<file path="src/rtl/mem_port_arbiter.sv">
// Arbitrates one single-ported memory between the fetch port and the load/store port.
// Optional build macro MEMARB_DATA_PRIORITY_EN: data port always wins a simultaneous request.
`timescale 1ns/1ps
module mem_port_arbiter #(
    parameter int ADDR_W  = 32,
    parameter int DATA_W  = 32,
    parameter int LATENCY = 2
) (
    input  logic              clk,
    input  logic              reset,
    input  logic              if_req,
    input  logic [ADDR_W-1:0] if_addr,
    output logic              if_gnt,
    output logic              if_rvalid,
    output logic [DATA_W-1:0] if_rdata,
    input  logic              d_req,
    input  logic              d_we,
    input  logic [ADDR_W-1:0] d_addr,
    input  logic [DATA_W-1:0] d_wdata,
    output logic              d_gnt,
    output logic              d_rvalid,
    output logic [DATA_W-1:0] d_rdata,
    output logic              mem_en,
    output logic              mem_we,
    output logic [ADDR_W-1:0] mem_addr,
    output logic [DATA_W-1:0] mem_wdata,
    input  logic [DATA_W-1:0] mem_rdata
);

    localparam int              CNT_W   = $clog2(LATENCY + 1);
    localparam logic [CNT_W-1:0] LAT_CNT = CNT_W'(LATENCY);

`ifdef MEMARB_DATA_PRIORITY_EN
    localparam logic PRIO_DATA = 1'b1;
`else
    localparam logic PRIO_DATA = 1'b0;
`endif

    typedef enum logic {
        ST_IDLE = 1'b0,
        ST_BUSY = 1'b1
    } state_t;

    typedef enum logic {
        OWN_FETCH = 1'b0,
        OWN_DATA  = 1'b1
    } owner_t;

    state_t           r_state;
    owner_t           r_owner;
    owner_t           r_last_owner;
    logic             r_is_write;
    logic [CNT_W-1:0] r_cnt;

    logic w_idle;
    logic w_any_req;
    logic w_pick_data;
    logic w_grant;
    logic w_resp;

    // Reset gates every strobe so a request held through reset waits for the first clean IDLE cycle.
    assign w_idle    = (r_state == ST_IDLE) && !reset;
    assign w_any_req = if_req || d_req;
    assign w_grant   = w_idle && w_any_req;

    // With both requesting, the port that did not own the previous transaction wins.
    assign w_pick_data = d_req && (!if_req || PRIO_DATA || (r_last_owner == OWN_FETCH));

    assign if_gnt    = w_grant && !w_pick_data;
    assign d_gnt     = w_grant && w_pick_data;
    assign mem_en    = w_grant;
    assign mem_we    = w_grant && w_pick_data && d_we;
    assign mem_addr  = !w_grant ? '0 : (w_pick_data ? d_addr : if_addr);
    assign mem_wdata = (w_grant && w_pick_data) ? d_wdata : '0;

    assign w_resp    = !reset && (r_state == ST_BUSY) && (r_cnt == LAT_CNT);
    assign if_rvalid = w_resp && (r_owner == OWN_FETCH);
    assign d_rvalid  = w_resp && (r_owner == OWN_DATA);
    assign if_rdata  = if_rvalid ? mem_rdata : '0;
    assign d_rdata   = (d_rvalid && !r_is_write) ? mem_rdata : '0;

    always_ff @(posedge clk) begin
        if (reset) begin
            r_state      <= ST_IDLE;
            r_cnt        <= '0;
            r_owner      <= OWN_FETCH;
            r_last_owner <= OWN_DATA;
            r_is_write   <= 1'b0;
        end else begin
            case (r_state)
                ST_IDLE: begin
                    if (w_grant) begin
                        r_state      <= ST_BUSY;
                        r_cnt        <= CNT_W'(1);
                        r_owner      <= w_pick_data ? OWN_DATA : OWN_FETCH;
                        r_last_owner <= w_pick_data ? OWN_DATA : OWN_FETCH;
                        r_is_write   <= w_pick_data && d_we;
                    end
                end
                ST_BUSY: begin
                    if (r_cnt == LAT_CNT) begin
                        r_state <= ST_IDLE;
                        r_cnt   <= '0;
                    end else begin
                        r_cnt <= r_cnt + CNT_W'(1);
                    end
                end
                default: begin
                    r_state <= ST_IDLE;
                    r_cnt   <= '0;
                end
            endcase
        end
    end

endmodule

</file>
<file path="config.mk">
export PLATFORM = sky130hd
export DESIGN_NAME = mem_port_arbiter
export DESIGN_NICKNAME = d
export VERILOG_FILES = /design/src/rtl/mem_port_arbiter.sv
export SDC_FILE = /design/constraint.sdc
export NUM_CORES = 1
export LEC_CHECK = 0
export CAP_MARGIN = 0
export CORE_AREA = 4 4 101 103
export DETAILED_ROUTE_END_ITERATION = 10
export DIE_AREA = 0 0 105 107
export MAX_ROUTING_LAYER = met4
export SLEW_MARGIN = 0
export SYNTH_ARGS = -nofsm -noshare
export SYNTH_HDL_FRONTEND = slang
export SYNTH_SLANG_ARGS = --single-unit
</file>
<file path="constraint.sdc">
create_clock -name clk -period 2.1 [get_ports clk]
set_clock_uncertainty 0.05 [all_clocks]
set_input_delay 0.42 -clock clk [delete_from_list [all_inputs] [get_ports clk]]
set_output_delay 0.42 -clock clk [all_outputs]
set_load 0.01 [all_outputs]
</file>
[After elaboration in Yosys (flattened, before gate mapping)]
Index checks and enable logic that the tools add are counted.
Storage, ports and cells
  register bits after elaboration: 6
  logic and storage cells: 42
  output and inout port bits: 134
  input bits: 133
Cells by class
  reduce and logical (&&, ||, !) cells: 19
  bitwise logic cells: 3
  multiplexer cells: 12
  equality and inequality tests: 2
  $add $sub $neg: 1
Operators with widths (count)
  2-to-1 mux 32 bit: 5
  logical AND 1 bit: 12
  zero test 1 bit: 4
  2-to-1 mux 2 bit: 2
  one-hot mux 2 bit (2 select lines): 1
  2-to-1 mux 1 bit: 3
  inverter 1 bit: 3
  adder 2 x 1 -> 2 bit (second input constant): 1
  equality test 2 bit (second input constant): 1
  logical OR 1 bit: 2
  != test 2 bit (second input constant): 1
  one-hot mux 1 bit (2 select lines): 1
  AND reduction 2 bit: 1

[Logic depth before layout (Yosys ltp)]
  depth in word-level cells: 6
  mapped depth: 6
  depth with buffers taken out: 4

[Worst setup path after synthesis]
Ideal clock, no wire load.
  kind: in2out
  from: input port reset
  to: output port if_rdata[10]
  arrival: 1239 ps
  buffers on the path: 1
  cell stages on the path: 4
  setup slack: 391 ps
  path through: nand3b_1 > nor3_2 > clkbuf_1 > and2_1
Between the ends
  longest elaborated chain between the ends: 5
Ends and longest elaborated chain
  start: declaration: line 10  | input logic reset,
  zero test 1 bit: line 76  | assign w_resp = !reset && (r_state == ST_BUSY) && (r_cnt == LAT_CNT);
  logical AND 1 bit (2 in series): line 76
  logical AND 1 bit: line 77  | assign if_rvalid = w_resp && (r_owner == OWN_FETCH);
  2-to-1 mux 32 bit: line 79  | assign if_rdata = if_rvalid ? mem_rdata : '0;
  end: declaration: line 15  | output logic [DATA_W-1:0] if_rdata,
Every way passes these cells.

[Worst setup path in the final report]
  from: input port reset
  to: output port d_rdata[14]
Between the ends
  longest elaborated chain between the ends: 6
Ends and longest elaborated chain
  zero test 1 bit: line 76
  logical AND 1 bit (2 in series): line 76
  logical AND 1 bit: line 78  | assign d_rvalid = w_resp && (r_owner == OWN_DATA);
  logical AND 1 bit: line 80  | assign d_rdata = (d_rvalid && !r_is_write) ? mem_rdata : '0;
  2-to-1 mux 32 bit: line 80
  end: declaration: line 22  | output logic [DATA_W-1:0] d_rdata,
Every way passes these cells.

==> flow_summary_export.csv <==
group,metric,value,unit
status,status,"finished, violations left",
status,violations,"negative setup slack",
clock_network,cts-root-buf,"clkbuf_8",
detailed_routing,dr.pass1.iters,4,
detailed_routing,wl,10200,um
synthesis,synth_commonest_cells,"97 x and2_1, 32 x a22o_1, 8 x buf_2",
worst_setup_path,arrival,1.73,ns
worst_setup_path,crit_required,1.63,ns
floorplan,fp-row-count,35,
power,finalPower,0.994,mW
floorplan,die-area,11200,um2
detailed_routing,drc,0,
clock_network,cts_buffers,3,
grt,grt_pass1_wl,14600,um
synthesis,ys_types,22,
synthesis,synth_area,1270,um2
clock_network,cts_tree,"done",
grt,gr-total-overflow,0,
clock_network,htree_levels,1,
power,powerDensity,244,nW/um2
detailed_routing,first_iter_violations,69,
place,placed_cells,552,
grt,first_global_vias,2651,
detailed_routing,vias,2462,
synthesis,synth_most_common_cell,"and2_1",
layout,final_util,44.3,%
floorplan,dieWidth,105,um
worst_setup_path,setup.worst_path.class,"primary input to output port",
synthesis,synthFlopType,"dfxtp_1",
worst_setup_path,crit_path_end_kind,"output port",
layout,final_area,4070,um2
layout,n_antenna_cell,0,
worst_setup_path,worstPathMaxFanout,5,
power,seqPwrFrac,14.9,%
grt,track_usage,17.3,%
power,vdd_drop_max,151,uV
floorplan,initial_core_util,13.8,%
timing,timing.hold.ws,0.476,ns
layout,area_growth,220,%
power,p_switching,0.307,mW
timing,finalSetupTns,-1.19,ns
grt,antenna_found_initial,0,
clock_network,clk_latency,0.23,ns
timing,slew_viol_final,0,
timing,report.final.setup_viol,22,
place,portBuffers,266,
detailed_routing,drt-vias-per-instance,4.30,
synthesis,synthTopCellsByArea,"and2_1 48%, a22o_1 22%, dfxtp_1 9.4%",
synthesis,synth_top_area_cell,"and2_1",
layout,fin_nets,597,
synthesis,synth-edff-count,0,
synthesis,synth_nets,312,
synthesis,avgSynthCellArea,7.10,um2
job,drv_cap,0,
floorplan,ios,267,
power,power_frac_comb,66.7,%
place,place_ws,-0.663,ns
place,dpl_cell_area,4110,um2
detailed_routing,drtAntennaViolNets,0,
detailed_routing,avgRoutedWirePerCell,17.8,um
synthesis,netlist_instances,179,
power,sw_frac_of_total,30.9,%
synthesis,ys_ff_latch,6,
timing,fin_crit_sh,105,%
timing,max-slew-margin-rel,82.6,%
power,p_leak,2.02,nW
layout,layout.cells.non_filler,573,
clock_network,clock-sinks,6,
worst_setup_path,crit_path_start_kind,"primary input",
synthesis,synth_warnings,0,
hold_path,min_path_type,"register to register",
clock_network,clk_path_buf_depth,2,
synthesis,ys_seq_area_share,9.45,%
synthesis,synthArstFlopShare,0,%
floorplan,die_y,107,um
power,power_frac_clock,18.4,%
clock_network,clkSlewWorstSetupHoldPaths,0.04,ns
timing,hold_violations,0,
floorplan,core_area,9200,um2
timing,rsz0062_at_grt,"true",
synthesis,synth_top_cell_area_share,47.7,%
timing,worst_pin_slew,0.259,ns
timing,fmax,455,MHz
place,dp_hpwl,8420,um
layout,drive_gt1_share,39.6,%
timing,setup_slack,-0.0968,ns
grt,grt_max_degree,18,
power,power.internal,0.687,mW
place,place_congestion,0.821,
timing,fin_crit,2.20,ns
-- layer usage --
metal  routed length [um]  global-route usage (%)  vias to the layer above
met1                 3620                    17.0                     1109
li1                     -                       -                     1177
met3                  851                    3.97                        7
met5                    0                       -                        -
met2                 5550                    34.3                      169
met4                  168                    3.94                        0
-- flip-flops by register name, indices dropped and copies added (netlist names) --
name / cells
r_state: 1
r_owner: 1
r_is_write: 1
r_last_owner: 1
r_cnt: 2
-- area by class of cell --
class                      count  area, um2
multi-input combinational    152       1110
timing repair buffer         298       2650
inverter                       3       11.3
fill                         966       5130
sequential                     6        121
clock buffer                   3       41.3
tap                          111        139
-- power groups by stage --
stage | Sequential, mW | Combinational, mW | Clock [mW]
after floorplan | 0.145 | 0.198 | 0
after global placement | 0.144 | 0.680 | 0
after detailed placement | 0.145 | 0.685 | 0
after CTS | 0.148 | 0.692 | 0.190
after global routing | 0.150 | 0.711 | 0.197
final | 0.148 | 0.663 | 0.183
-- cells in the final DEF, fill, tap and decap left out, drive strengths merged --
| cell | instances |
|---|---|
| nand3b | 1 |
| nor2b | 1 |
| o21bai | 1 |
| nor3 | 2 |
| clkbuf | 61 |
| dfxtp | 6 |
| nand2b | 3 |
| nor2 | 3 |
| clkdlybuf4s50 | 131 |
| nand4 | 1 |
| a31o | 2 |
| o21ai | 2 |
| a32o | 1 |
| nand2 | 2 |
| o41ai | 1 |
| and2 | 97 |
| dlygate4sd2 | 7 |
| dlymetal6s2s | 1 |
| bufbuf | 3 |
| a21oi | 1 |
| inv | 3 |
| a22o | 32 |
| and3 | 2 |
| clkdlybuf4s15 | 14 |
| buf | 84 |
-- critical path, cell delays in order --
cell and delay, ns:
buf_8 0.09, nand3b_1 0.21, buf_6 0.16, nor3_4 0.19, buf_6 0.13, buf_6 0.09, buf_6 0.09, buf_6 0.11
and2_4 0.13, buf_6 0.09
-- worst paths after layout --
| check | start | endpoint | slack (ns) | cells past startpoint |
|---|---|---|---|---|
| setup reg to reg | r_last_owner | r_owner | 0.89 | 5 |
| hold / removal | r_last_owner | r_last_owner | 0.48 | 2 |
| setup / recovery | reset | d_rdata[14] | -0.1 | 10 |
| hold reg to reg | r_last_owner | r_last_owner | 0.48 | 2 |
-- cells by family (layout without fill, tap and decap cells) --
logic type	count (synthesis)	count (layout)	share of synthesized area (%)
compound gates	40	40	26.7
buf+inv	21	304	9.05
flops	6	6	9.45
simple gates	112	112	54.8
-- timing repair --
| item | in CTS | in global routing |
|---|---|---|
| hold buffers | 0 | 0 |
| pin swaps | 18 | 11 |
| cloned | 7 | 0 |
| resized for setup | 380 | 125 |
| endpoints found under the setup margin | 134 | 95 |
| buffers inserted | 14 | 1 |
Note: power is estimated with default switching activity, not from simulation.
